File: config.mk
export PLATFORM = sky130hd
export DESIGN_NAME = match_event_logger
export DESIGN_NICKNAME = d
export VERILOG_FILES = /design/src/rtl/match_event_logger.sv
export SDC_FILE = /design/constraint.sdc
export NUM_CORES = 1
export LEC_CHECK = 0
export CAP_MARGIN = 20
export CORE_MARGIN = 5
export CORE_UTILIZATION = 50
export CTS_CLUSTER_SIZE = 8
export DETAILED_ROUTE_END_ITERATION = 12
export PLACE_DENSITY_LB_ADDON = 0.2
export SETUP_SLACK_MARGIN = 0.3
export SKIP_LAST_GASP = 1
export SLEW_MARGIN = 20
export SYNTH_ARGS = -nofsm -noshare
export SYNTH_HDL_FRONTEND = slang
export SYNTH_SLANG_ARGS = --single-unit
File: constraint.sdc
create_clock -name CLK -period 3.1 [get_ports CLK]
set_clock_uncertainty 0.1 [all_clocks]
set_input_delay 0.465 -clock CLK [delete_from_list [all_inputs] [get_ports CLK]]
set_output_delay 0.465 -clock CLK [all_outputs]
set_load 0.02 [all_outputs]
File: src/rtl/match_event_logger.sv
// match_event_logger: timestamps rising edges of the detector match flag F and queues
// {ts, previous state} entries in a small FIFO drained over valid/ready. Rev 1.0
`default_nettype none

module match_event_logger #(
  parameter int TS_WIDTH  = 8,
  parameter int DEPTH     = 4,
  parameter int CNT_WIDTH = 8
) (
  input  logic                     CLK,
  input  logic                     RESET,
  input  logic                     F,
  input  logic [2:0]               S,
  input  logic                     en,
  input  logic                     clr,
  output logic                     out_valid,
  input  logic                     out_ready,
  output logic [TS_WIDTH-1:0]      out_ts,
  output logic [2:0]               out_prev,
  output logic [$clog2(DEPTH):0]   level,
  output logic [CNT_WIDTH-1:0]     evt_count,
  output logic                     overflow
);

  localparam int AW = $clog2(DEPTH);
  localparam logic [AW:0] FULL_LEVEL = (AW+1)'(DEPTH);

  logic [TS_WIDTH-1:0] ts;
  logic                f_d;
  logic [2:0]          s_d;
  logic [TS_WIDTH+2:0] mem [DEPTH];
  logic [AW:0]         wr_ptr;
  logic [AW:0]         rd_ptr;
  logic                evt;
  logic                pop;
  logic                push;
  logic                empty;
  logic                full;

  // Pointers carry one extra bit so their difference spans 0..DEPTH.
  assign level = wr_ptr - rd_ptr;
  assign empty = (wr_ptr == rd_ptr);
  assign full  = (level == FULL_LEVEL);

  assign evt  = F & ~f_d & en & ~clr;
  assign pop  = ~empty & out_ready & ~clr;
  assign push = evt & (~full | pop);

  assign out_valid = ~empty;

  always_comb begin
    out_ts   = '0;
    out_prev = '0;
    if (!empty) begin
      {out_ts, out_prev} = mem[rd_ptr[AW-1:0]];
    end
  end

  always_ff @(posedge CLK or negedge RESET) begin
    if (!RESET) begin
      ts        <= '0;
      f_d       <= 1'b0;
      s_d       <= 3'b000;
      wr_ptr    <= '0;
      rd_ptr    <= '0;
      evt_count <= '0;
      overflow  <= 1'b0;
    end else begin
      f_d <= F;
      s_d <= S;
      if (clr) begin
        ts        <= '0;
        wr_ptr    <= '0;
        rd_ptr    <= '0;
        evt_count <= '0;
        overflow  <= 1'b0;
      end else begin
        ts <= ts + 1'b1;
        if (push) wr_ptr <= wr_ptr + 1'b1;
        if (pop)  rd_ptr <= rd_ptr + 1'b1;
        if (evt && (evt_count != '1)) evt_count <= evt_count + 1'b1;
        if (evt && !push) overflow <= 1'b1;
      end
    end
  end

  // Storage needs no reset: the empty mux hides stale contents.
  always_ff @(posedge CLK) begin
    if (push) mem[wr_ptr[AW-1:0]] <= {ts, s_d};
  end

endmodule

`default_nettype wire
==> key figures, run 1 <==
Layout
  • P&R area growth vs syn: 22.85%
  • Fill count: between 400 and 500
  • Fin nets: around 270
  • Final core occ: between 60 and 70%
  • Ant diodes: 0
  • Final non-filler cell total: about 330
  • Design Area, Final: around 3800 um2
  • Layout cell share with drive strength beyond 1: between 10% and 20%

Setup path
  • Startpoint Class: flip-flop
  • Worst R2R Path Depth: 8
  • Worst reg2reg setup slack: 0.44 ns
  • Reg2reg end: mem[0][6]
  • Worst Path Arrival: about 2.3 ns
  • WP data required: about 2.5 ns
  • Worst r2r src: wr_ptr[0]
  • Critical Path Fanout Max: 12
  • Setup crit end kind: output port
  • WS Path Type: reg2out

Routing
  • Iteration-0 DRC Markers: 86
  • Post-route DRC violation count: 0
  • DR vias/cell: 5.223
  • Via Count: around 1700
  • Wirelength, routed: between 5 and 6 mm
  • Post-route ant nets: 0
  • Routed length per placed instance: 15.91 um
  • DR pass1 iterations: 4

Yosys
  • Cell area after synthesis: about 3100 um2
  • Number of synthesized flops with an enable pin: 44
  • Post-synth cell types: 38
  • Synth area leader: edfxtp_1
  • Avg Cell Area, Syn: ~15 um2
  • Share of synthesized area occupied by flip-flops and latches: around 65%
  • Net Count, Synth: 220
  • Ys flop type: edfxtp_1
  • Cell count after synthesis: roughly 200
  • Post-synth top area share: 43.24%
  • Register bit total from synthesis: 71
  • Ys Warns: 0
  • Top cells by area, synth: edfxtp_1 43%, dfrtp_1 22%, mux4_2 8.1%, ha_1 3.7%, nor2b_1 2.7%
  • Async SR Flop Fraction: between 30% and 40%

Power
  • P_sw: about 0.47 mW
  • Share of total power in the clock network: approximately two fifths
  • Sequential power share: 47.8%
  • Power per standard cell area: ~580 nW/um2
  • Combinational Power Share: 13.1%
  • Power Internal: around 1.7 mW
  • Max VDD drop: approximately 290 uV
  • Leak Pwr: about 1.5 nW
  • Switch share: between 20% and 30%

Run
  • Max cap viols: 0

STA
  • Normalized max-slew margin: a little under three quarters
  • Final setup violating endpoints: 0
  • Final worst setup slack: between 0.2 and 0.3 ns
  • Final worst path period need: around 2.8 ns
  • Fmax: ~0.35 GHz
  • Setup repair after global routing missed its margin: true
  • Setup TNS: 0 ns
  • Tcrit/Tclk final: roughly nine tenths
  • Final hold vios: 0
  • Max-slew violations: 0
  • Slew of the pin with the lowest slew margin: between 0.4 and 0.5 ns

GRT
  • Largest net degree at the start of global routing: 28
  • Grt total ovfl: 0
  • GRT Total Usage: about 15%
  • Initial antenna violation count: 0
  • Vias in the first global route: ~1800
  • First-pass GRT wire length: slightly below 9 mm

Clock network
  • Num CTS Buffers: 9
  • Htree depth: 3
  • Root Driver: clkbuf_8
  • Post-CTS Setup Inserts: 0
  • Clk slew on worst S/H paths: around 0.070 ns
  • CTS tree: built
  • Clk Latency, worst-skew pair: 0.33 ns
  • Clk sink count: 71
  • Clock Tree Buf Depth: 2

Placed design
  • Pre-CTS WS: approximately 0.18 ns
  • Dpl cells: roughly 310
  • Count of input and output buffers: 32
  • Placement Cell Area: between 3000 and 4000 um2
  • Final HPWL from detailed placement: between 3 and 4 mm
  • RD Place Congestion: 0.7666

Floorplanning
  • Starting Density: roughly half
  • Die area: just under 8000 um2
  • # IOs: 33
  • Die height: 88.17 um
  • Floorplan core area: 5921 um2
  • Die Span X: 88.17 um
  • Cell Rows: 28

Worst hold path
  • Path category of the worst min-delay check: in2async

Status
  • Status: complete, no violations
[power by group through the flow]
stage,logic (mW),registers (mW),clock network (mW)
after floorplan,0.165,1.05,0
after global placement,0.285,1.05,0
after detailed placement,0.287,1.05,0
after CTS,0.291,1.03,0.866
after global routing,0.306,1.03,0.917
final,0.284,1.03,0.843
[how the worst max path moves through the flow]
stage	from	endpoint	slack, ns	depth (start not counted)
2_1_floorplan	wr_ptr[0]	mem[0][0]	0.35	7
3_3_place_gp	wr_ptr[0]	out_prev[2]	0.26	6
3_5_place_dp	wr_ptr[0]	out_ts[1]	0.18	6
4_1_cts	wr_ptr[0]	out_ts[1]	0.23	6
5_1_grt	wr_ptr[0]	out_ts[1]	0.12	6
6_report	wr_ptr[0]	out_ts[1]	0.28	6
[cell usage after synthesis (2+ instances only)]
cell type,count
edfxtp_1,44
dfrtp_1,27
nor2_1,16
nor2b_1,13
mux4_2,11
ha_1,9
xor2_1,9
inv_1,8
nand3_1,7
o21ai_0,6
and2_1,5
a21oi_1,4
nand2_1,4
and3_1,3
clkbuf_1,3
mux2i_1,3
o211ai_1,3
buf_2,2
nand2b_1,2
nand3b_1,2
or3_1,2
xnor2_1,2
[state kept, by name, indices dropped and copies added (netlist names)]
name	cells
evt_count	8
f_d	1
mem	44
overflow	1
rd_ptr	3
s_d	3
ts	8
wr_ptr	3
[worst max-delay path, cell delays in order (launching register included)]
cell and delay [ns]:
dfrtp_1 0.41, inv_1 0.11, ha_1 0.34, nand2_1 0.12, nor2_4 0.30, nor2b_1 0.09, clkdlybuf4s50_1 0.55
[logic make-up (layout without fill, tap and decap cells)]
| group | after synthesis | in the layout | synth area share [%] |
|---|---|---|---|
| multiplexers | 16 | 16 | 9.951 |
| AO/OA/AOI/OAI | 19 | 19 | 4.013 |
| XOR/XNOR | 12 | 12 | 3.931 |
| buffers and inverters | 15 | 66 | 2.048 |
| adder cells (fa/ha/maj) | 10 | 10 | 4.341 |
| AND/OR/NAND/NOR | 58 | 58 | 10.36 |
| flip-flops | 71 | 71 | 65.36 |
[routing by layer]
layer | share of wire, % | vias to the layer above | global-route usage (%) | routed length (um)
met2 | 49 | 28 | 24.47 | 2543
met4 | 0.94 | 0 | 6.593 | 49
met5 | 0 | - | 0 | 0
met3 | 3.5 | 5 | 4.045 | 182
met1 | 47 | 849 | 19.86 | 2426
li1 | - | 826 | - | -
[through the flow]
stage	hold slack (ns)	power, mW
after global routing	0.4148	2.257
after CTS	0.3982	2.189
final	0.4039	2.159
after floorplan	0.06941	1.216
after detailed placement	0.3842	1.338
after global placement	0.3798	1.336
[layout make-up]
cell class	count	area (um2)	area share (%)
clock buffer	12	135.1	3.600
clock inverter	4	93.84	2.500
timing repair buffer	42	396.6	10.57
tap	75	93.84	2.500
inverter	8	30.03	0.8000
multi-input combinational	115	1007	26.83
sequential	71	1997	53.20
[layout by cell type, fill, tap and decap left out, types with 7 or more instances in the layout]
cell,n
nor2b_1,13
buf_4,9
xor2_1,9
edfxtp_1,44
inv_1,8
nand3_1,7
clkbuf_8,9
ha_1,9
nor2_1,15
mux4_2,11
clkdlybuf4s50_1,30
dfrtp_1,27
[repair_timing]
item	in CTS	in global routing
endpoints found under the setup margin	13	47
gates resized for setup	4	4
hold buffers	0	0
Power figures use the tool's default switching activity.
==> inputs of run 2 (changes only) <==
--- a/config.mk
+++ b/config.mk
@@ -7,9 +7,10 @@
 export LEC_CHECK = 0
 export CAP_MARGIN = 20
 export CORE_MARGIN = 5
-export CORE_UTILIZATION = 50
+export CORE_UTILIZATION = 40
 export CTS_CLUSTER_SIZE = 8
 export DETAILED_ROUTE_END_ITERATION = 12
+export MAX_ROUTING_LAYER = met4
 export PLACE_DENSITY_LB_ADDON = 0.2
 export SETUP_SLACK_MARGIN = 0.3
 export SKIP_LAST_GASP = 1
==> key figures, run 2 (synthesis gave the netlist of run 1 again) <==
Status
  • Status: complete, no violations

GRT
  • Vias in the first global route: ~1700
  • Grt total ovfl: 0
  • First-pass GRT wire length: 8.804 mm
  • Largest net degree at the start of global routing: 28
  • GRT Total Usage: roughly an eighth
  • Initial antenna violation count: 0

Placed design
  • Final HPWL from detailed placement: between 3 and 4 mm
  • RD Place Congestion: 0.7449
  • Count of input and output buffers: 32

Clock network
  • Hold-fix buffers, CTS: 0
  • Root Driver: clkbuf_8
  • CTS tree: built
  • Clock Tree Buf Depth: 2
  • Num CTS Buffers: 9
  • Clk sink count: 71
  • Htree depth: 3
  • Clk Latency, worst-skew pair: 0.33 ns
  • Clk slew on worst S/H paths: around 0.08 ns

Routing
  • DR vias/cell: 4.781
  • Post-route ant nets: 0
  • Iteration-0 DRC Markers: about 100
  • DR pass1 iterations: 4
  • Post-route DRC violation count: 0
  • Via Count: 1683
  • Wirelength, routed: ~5.2 mm
  • Routed length per placed instance: 14.90 um

STA
  • Final setup violating endpoints: 0
  • Hold slack: 0.3932 ns
  • Fmax: between 0.3 and 0.4 GHz
  • Max-slew violations: 0
  • Normalized max-slew margin: a little over two thirds
  • Setup repair after global routing missed its margin: true
  • Final hold vios: 0
  • Final worst path period need: between 2 and 3 ns
  • Slew of the pin with the lowest slew margin: about 0.45 ns
  • Setup TNS: 0 ns
  • Tcrit/Tclk final: 89.51%

Setup path
  • Critical Path Fanout Max: 13
  • Worst reg2reg setup slack: about 0.5 ns
  • WP data required: approximately 2.5 ns
  • Worst r2r src: wr_ptr[0]
  • Worst Setup EP: out_ts[2]
  • Reg2reg end: mem[1][7]
  • WS Path Type: reg2out
  • Worst R2R Path Depth: 8
  • Worst Setup SP: rd_ptr[0]
  • Worst Path Arrival: ~2.2 ns
  • Startpoint Class: flip-flop
  • Setup crit end kind: output port

Floorplanning
  • Die Span X: between 90 and 100 um
  • Starting Density: about two fifths
  • Floorplan core area: ~7300 um2
  • # IOs: 33
  • Die height: just under 100 um
  • Die area: ~9500 um2
  • Cell Rows: 31

Power
  • Max VDD drop: ~250 uV
  • Power per standard cell area: ~560 nW/um2
  • Leak Pwr: between 1 and 1.5 nW

Layout
  • Most common cell after layout, fill and taps aside: edfxtp_1
  • Most frequent cells in the layout: 44 x edfxtp_1, 30 x clkdlybuf4s50_1, 27 x dfrtp_1
  • Fin nets: approximately 270
  • Ant diodes: 0
  • Fill count: 621
  • P&R area growth vs syn: 24.00%
  • Max FFs per register: 44
  • Layout cell share with drive strength beyond 1: 17.79%

Worst hold path
  • Path category of the worst min-delay check: reg2reg

Run
  • Max cap viols: 0
[run 2: cell types whose count changed in the layout (fill, tap and decap cells not counted)]
cell / delta
buf_4: +2
buf_6: -1
bufinv_16: -1
clkbuf_1: -3
clkinv_1: -1
clkinv_4: +4
inv_8: +1
[run 2: routing by layer]
layer	share of wire (%)	wire length, um	track usage (%)	vias to the layer above
met2	48	2527	18.56	35
met5	0	0	-	-
met3	3.1	162	2.728	2
met4	0.72	38	5.431	0
met1	48	2516	15.90	815
li1	-	-	-	831
[run 2: area by class of cell]
class | count | area (um2) | share of cell area, %
Clock buffer | 9 | 123.9 | 3.269
Clock inverter | 7 | 106.4 | 2.807
Inverter | 8 | 30.03 | 0.7926
Multi-Input combinational cell | 115 | 1007 | 26.59
Sequential cell | 71 | 1997 | 52.71
Tap cell | 99 | 123.9 | 3.269
Timing Repair Buffer | 43 | 400.4 | 10.57
[run 2: report_power, final]
group	leakage (nW)	switching (mW)	internal (mW)
Sequential	0.768	0.0126	1.02
Combinational	0.584	0.143	0.139
Clock	0.115	0.362	0.464
[run 2: worst min-delay path by stage]
| stage | startpoint | end | slack [ns] | cells past startpoint |
|---|---|---|---|---|
| after floorplan | RESET | evt_count[0] | 0.07 | 0 |
| after global placement | s_d[1] | mem[1][1] | 0.38 | 0 |
| after detailed placement | s_d[2] | mem[3][2] | 0.39 | 0 |
| after CTS | RESET | f_d | 0.40 | 2 |
| after global routing | s_d[1] | mem[1][1] | 0.43 | 0 |
| final | s_d[2] | mem[2][2] | 0.39 | 0 |
[run 2: what timing repair did]
item | in CTS | in global routing
hold endpoints to repair | 0 | 0
setup endpoints to repair | 32 | 47
setup buffers | 0 | 1
resized for setup | 5 | 2
[run 2: per-stage QoR]
stage	setup WS (ns)	instances	cell area, um2	utilization [%]	total power, mW
finish	0.3251	352	3789	51.68	2.138
global route	0.1905	352	3789	51.68	2.229
global placement	0.2936	335	3546	48.37	1.336
CTS	0.2426	351	3784	51.61	2.171
floorplan	0.3508	201	3059	-	1.216
detailed placement	0.1834	335	3546	48.37	1.339
[run 2: worst max-delay path: stages (launching register included)]
cell and delay [ns]:
dfrtp_1 0.37, buf_4 0.28, mux4_2 0.54, nor2b_1 0.14, clkdlybuf4s50_1 0.55
